<file path="src/rtl/alu_arbiter_pkg.sv">
// Shared opcodes, arbiter state encoding and small opcode helpers for the
// shared-ALU arbiter.
package alu_arbiter_pkg;

  localparam logic [2:0] OP_ADD = 3'd0;
  localparam logic [2:0] OP_SUB = 3'd1;
  localparam logic [2:0] OP_AND = 3'd2;
  localparam logic [2:0] OP_OR  = 3'd3;

  typedef enum logic [1:0] {
    ARB_IDLE  = 2'd0,
    ARB_ISSUE = 2'd1,
    ARB_WAIT  = 2'd2,
    ARB_DONE  = 2'd3
  } arb_state_t;

  function automatic logic op_valid(input logic [2:0] m);
    return (m == OP_ADD) || (m == OP_SUB) || (m == OP_AND) || (m == OP_OR);
  endfunction

  // Only arithmetic ops produce a meaningful carry; the ALU leaves it stale otherwise.
  function automatic logic op_has_carry(input logic [2:0] m);
    return (m == OP_ADD) || (m == OP_SUB);
  endfunction

endpackage

</file>
<file path="src/rtl/alu_arbiter_rr_pick2.sv">
// Combinational two-way round-robin pick: a lone requester wins outright,
// a tie goes to the requester currently holding priority.
module alu_arbiter_rr_pick2 (
  input  logic [1:0] i_req,
  input  logic       i_prio,
  output logic       o_valid,
  output logic       o_idx
);

  assign o_valid = |i_req;
  assign o_idx   = (&i_req) ? i_prio : i_req[1];

endmodule

</file>
<file path="src/rtl/alu_arbiter.sv">
// Two-port round-robin arbiter/sequencer for the shared 8-bit ALU: latches a
// granted request, issues it for one cycle, captures the result, then acks.
module alu_arbiter
  import alu_arbiter_pkg::*;
#(
  parameter int WIDTH = 8  // must match the ALU width; only 8 is supported
) (
  input  logic             clk,
  input  logic             rst,
  input  logic             req0,
  input  logic             req1,
  input  logic [2:0]       mode0,
  input  logic [2:0]       mode1,
  input  logic [WIDTH-1:0] a0,
  input  logic [WIDTH-1:0] b0,
  input  logic [WIDTH-1:0] a1,
  input  logic [WIDTH-1:0] b1,
  output logic             ack0,
  output logic             ack1,
  output logic [WIDTH-1:0] result,
  output logic             res_zero,
  output logic             res_carry,
  output logic             err,
  output logic             busy,
  output logic             alu_enable,
  output logic [2:0]       alu_mode,
  output logic [WIDTH-1:0] alu_in_a,
  output logic [WIDTH-1:0] alu_in_b,
  input  logic [WIDTH-1:0] alu_out,
  input  logic             alu_flag_zero,
  input  logic             alu_flag_carry
);

  arb_state_t       r_state;
  arb_state_t       w_next;
  logic             r_prio;
  logic             r_grant;
  logic             r_err;
  logic [WIDTH-1:0] r_result;
  logic             r_zero;
  logic             r_carry;
  logic [2:0]       r_alu_mode;
  logic [WIDTH-1:0] r_alu_a;
  logic [WIDTH-1:0] r_alu_b;

  logic             w_pick_valid;
  logic             w_pick_idx;
  logic [2:0]       w_sel_mode;
  logic [WIDTH-1:0] w_sel_a;
  logic [WIDTH-1:0] w_sel_b;
  logic             w_mode_ok;

  alu_arbiter_rr_pick2 u_pick (
    .i_req   ({req1, req0}),
    .i_prio  (r_prio),
    .o_valid (w_pick_valid),
    .o_idx   (w_pick_idx)
  );

  assign w_sel_mode = w_pick_idx ? mode1 : mode0;
  assign w_sel_a    = w_pick_idx ? a1    : a0;
  assign w_sel_b    = w_pick_idx ? b1    : b0;
  assign w_mode_ok  = op_valid(w_sel_mode);

  // Operand outputs hold their last issued value; only alu_enable qualifies them.
  assign alu_mode  = r_alu_mode;
  assign alu_in_a  = r_alu_a;
  assign alu_in_b  = r_alu_b;
  assign result    = r_result;
  assign res_zero  = r_zero;
  assign res_carry = r_carry;

  always_comb begin
    w_next     = r_state;
    ack0       = 1'b0;
    ack1       = 1'b0;
    err        = 1'b0;
    alu_enable = 1'b0;
    busy       = (r_state != ARB_IDLE);
    case (r_state)
      ARB_IDLE: begin
        if (w_pick_valid) w_next = w_mode_ok ? ARB_ISSUE : ARB_DONE;
      end
      ARB_ISSUE: begin
        alu_enable = 1'b1;
        w_next     = ARB_WAIT;
      end
      ARB_WAIT: begin
        w_next = ARB_DONE;
      end
      ARB_DONE: begin
        ack0   = ~r_grant;
        ack1   = r_grant;
        err    = r_err;
        w_next = ARB_IDLE;
      end
      default: w_next = ARB_IDLE;
    endcase
  end

  always_ff @(posedge clk or posedge rst) begin
    if (rst) begin
      r_state    <= ARB_IDLE;
      r_prio     <= 1'b0;
      r_grant    <= 1'b0;
      r_err      <= 1'b0;
      r_result   <= '0;
      r_zero     <= 1'b0;
      r_carry    <= 1'b0;
      r_alu_mode <= '0;
      r_alu_a    <= '0;
      r_alu_b    <= '0;
    end else begin
      r_state <= w_next;
      case (r_state)
        ARB_IDLE: begin
          if (w_pick_valid) begin
            r_grant <= w_pick_idx;
            r_prio  <= ~w_pick_idx;
            r_err   <= ~w_mode_ok;
            if (w_mode_ok) begin
              r_alu_mode <= w_sel_mode;
              r_alu_a    <= w_sel_a;
              r_alu_b    <= w_sel_b;
            end else begin
              // Rejected op never touches the ALU; response is all-zero with err.
              r_result <= '0;
              r_zero   <= 1'b0;
              r_carry  <= 1'b0;
            end
          end
        end
        ARB_WAIT: begin
          r_result <= alu_out;
          r_zero   <= alu_flag_zero;
          r_carry  <= op_has_carry(r_alu_mode) ? alu_flag_carry : 1'b0;
        end
        default: ;
      endcase
    end
  end

endmodule

</file>
<file path="config.mk">
export PLATFORM = sky130hd
export DESIGN_NAME = alu_arbiter
export DESIGN_NICKNAME = d
export VERILOG_FILES = /design/src/rtl/alu_arbiter_pkg.sv /design/src/rtl/alu_arbiter_rr_pick2.sv /design/src/rtl/alu_arbiter.sv
export SDC_FILE = /design/constraint.sdc
export NUM_CORES = 1
export LEC_CHECK = 0
export CAP_MARGIN = 15
export CORE_MARGIN = 4
export CORE_UTILIZATION = 44
export CTS_CLUSTER_SIZE = 20
export DETAILED_ROUTE_END_ITERATION = 10
export PLACE_DENSITY = 0.89
export SYNTH_ARGS = -nofsm -noshare
export SYNTH_HDL_FRONTEND = slang
export SYNTH_HIERARCHICAL = 1
export SYNTH_SLANG_ARGS = --single-unit
export TNS_END_PERCENT = 5
</file>
<file path="constraint.sdc">
create_clock -name clk -period 3.45 [get_ports clk]
set_input_delay 0.69 -clock clk [delete_from_list [all_inputs] [get_ports clk]]
set_output_delay 0.69 -clock clk [all_outputs]
set_load 0.02 [all_outputs]
</file>
==> flow_metrics.env <==
export IMPL_status="completed"
export IMPL_min_path_type="flip-flop to flip-flop"
export IMPL_cp_num_buf_inv=3
export IMPL_core_um2=4000
export IMPL_pre_cts_slack_ns=0.838
export IMPL_power_mw=2.29
export IMPL_antenna_found_initial=0
export IMPL_grt_use_met1_pct=21.0
export IMPL_initial_core_util_pct=45.4
export IMPL_cpLargestDelayFamily="buffers and inverters"
export IMPL_crit_path_top_delay_cell="clkdlybuf4s50_1"
export IMPL_placed_cell_area_um2=2680
export IMPL_max_slew_margin_pct=72.5
export IMPL_dieArea_um2=5220
export IMPL_tns_ns=0
export IMPL_synthFlopType="dfrtp_1"
export IMPL_critical_path_cell_count=4
export IMPL_wl_um=4060
export IMPL_crit_arrival_ns=1.75
export IMPL_crit_type="flip-flop to primary output"
export IMPL_worst_slew_pin_slew_ns=0.412
export IMPL_synth_cell_types=24
export IMPL_reg2reg_depth=6
export IMPL_critPathMostFrequentCell="inv_1"
export IMPL_track_usage_pct=16.6
export IMPL_powerDensity_nw_per_um2=827
export IMPL_ys_warn_count=6
export IMPL_leakagePower_nw=1.21
export IMPL_async_flop_share_pct=100
export IMPL_drc=0
export IMPL_end_kind="primary output"
export IMPL_max_freq_mhz=410
export IMPL_cts_buffers=5
export IMPL_finalSetupViolCount=0
export IMPL_grt_overflow=0
export IMPL_drt_pre_antenna_iters=4
export IMPL_ys_ff_latch=34
export IMPL_syn_nets=196
export IMPL_diodes=0
export IMPL_rsz0062_at_grt="false"
export IMPL_root_buffer="clkbuf_8"
export IMPL_pin_count=86
export IMPL_synthToLayoutAreaGrowth_pct=52.3
export IMPL_cp_start_kind="flip-flop"
export IMPL_drv_slew=0
export IMPL_cts_max_level=2
export IMPL_fin_area_um2=2770
export IMPL_clk_pin_slew_ns=0.06
export IMPL_yosysTopAreaCell="dfrtp_1"
export IMPL_netlist_area_leader_share_pct=46.8
export IMPL_fp_row_count=23
export IMPL_layout_commonest_cell="clkdlybuf4s50_1"
export IMPL_worstPathCellList="inv_1 > ha_1 > inv_1 > clkdlybuf4s50_1"
export IMPL_final_instance_count_excl_fill=278
export IMPL_die_width_um=72.3
export IMPL_io_buffer_count=85
export IMPL_worstHoldPathCells=2
export IMPL_slowest_delay_ns=0.60
export IMPL_drive_gt1_share_pct=21.9
export IMPL_globalRouteMet3Util_pct=6.09
export IMPL_final_cell_mix="clkdlybuf4s50_1, dfrtp_1, mux2_2, mux2_4, inv_1"
export IMPL_synth_seq_area_share_pct=46.8
export IMPL_hold_violations=0
export IMPL_placed_cells=270
export IMPL_fin_crit_sh_pct=70.6
export IMPL_dieHeight_um=72.3
export IMPL_cts_buffer_depth=2
export IMPL_crit_path_max_fanout=6
export IMPL_post_cts_setup_buffers=0
export IMPL_grt_use_met2_pct=26.7
export IMPL_yosys_top_cells_area="dfrtp_1, mux2_4, mux2_2"
export IMPL_synth_area_um2=1820
export IMPL_hpwl_um=3120
export IMPL_busiest_layer="met2"
export IMPL_maxCapViolCount=0
export IMPL_dr_first_iter_drc_count=49
export IMPL_cts_sinks=34
export IMPL_cts_resized=0
export IMPL_vias_per_cell=4.63
export IMPL_peakVddDrop_mv=0.472
export IMPL_worstPathRequired_ns=2.76
export IMPL_hold_buffers=0
export IMPL_avgSynthCellArea_um2=13.2
export IMPL_clock_latency_ns=0.28
export IMPL_final_nets=285
export IMPL_setup_ws_ns=1.01
export IMPL_synth_edf_count=0
export IMPL_cts_tree="yes"
export IMPL_skew_ns=0.00108
export IMPL_grt_max_degree=35
export IMPL_avgRoutedWirePerCell_um=14.6
export IMPL_timing_final_crit_period_ns=2.44
export IMPL_num_vias=1288
export IMPL_place_congestion=0.827
export IMPL_ant_nets=0
export IMPL_synth_cells=138
export IMPL_grt_pass1_vias=1350
export IMPL_grt_pass1_wl_um=6560
-- area by class of cell --
class | count | area, µm²
flip-flops and latches | 34 | 851
well taps | 50 | 62.6
repair buffers | 88 | 873
multi-input cells | 83 | 833
inverters | 15 | 56.3
clock inverters | 1 | 5.00
fillers | 300 | 1230
clock buffers | 7 | 86.3
-- worst min-delay path: stages, from the launching register on --
cell and delay (ns):
dfrtp_1 0.35, nand2_1 0.05, o21ai_0 0.06
-- synthesized netlist by cell type, drive strengths merged, types with 2 or more instances --
master	instances
inv	15
nor2b	3
a21oi	2
mux2	38
nor2	2
mux2i	10
and2	2
dlymetal6s2s	2
ha	6
nand2	11
dfrtp	34
buf	4
-- worst paths after layout --
path | start | endpoint | slack, ns
hold / removal | r_prio$_DFFE_PP0P_ | r_prio$_DFFE_PP0P_ | 0.50
setup / recovery | r_state[0]$_DFFE_PP0P_ | busy | 1.01
min in group asynchronous | rst | alu_in_a[1]$_DFFE_PP0P_ | 0.79
hold reg to reg | r_prio$_DFFE_PP0P_ | r_prio$_DFFE_PP0P_ | 0.50
max in group asynchronous | rst | result[2]$_DFFE_PP0P_ | 2.36
setup reg to reg | r_state[0]$_DFFE_PP0P_ | res_carry$_DFFE_PP0P_ | 1.61
-- metrics by stage --
stage / hold slack, ns / utilization (%)
finish: 0.497 / 69.2
global route: 0.530 / 69.2
CTS: 0.498 / 69.2
detailed placement: 0.485 / 66.9
global placement: 0.470 / 66.9
floorplan: 0.450 / -
-- where the power goes --
group | total [mW] | internal (mW) | switching [mW]
registers | 0.705 | 0.589 | 0.117
clock network | 0.294 | 0.161 | 0.133
logic | 1.29 | 0.707 | 0.583
-- per-layer routing --
layer	share of wire [%]	wire length, µm	vias to the layer above
met2	49	1990	41
met3	7.4	300	7
li1	-	-	636
met4	1.1	45	0
met1	42	1720	604
met5	0	0	-
-- cell families after synthesis --
group | synth area share, %
fa+ha+maj | 4.13
flops | 46.8
buf+inv | 7.51
simple gates | 6.13
mux | 33.0
compound gates | 2.41
-- state kept, by name, summed over array words and instances (netlist names) --
register	flops
alu_in_a	8
alu_in_b	8
result	8
alu_mode	3
r_state	2
r_err	1
r_grant	1
r_prio	1
res_carry	1
res_zero	1
No activity file was read; power rests on OpenSTA's default activity.
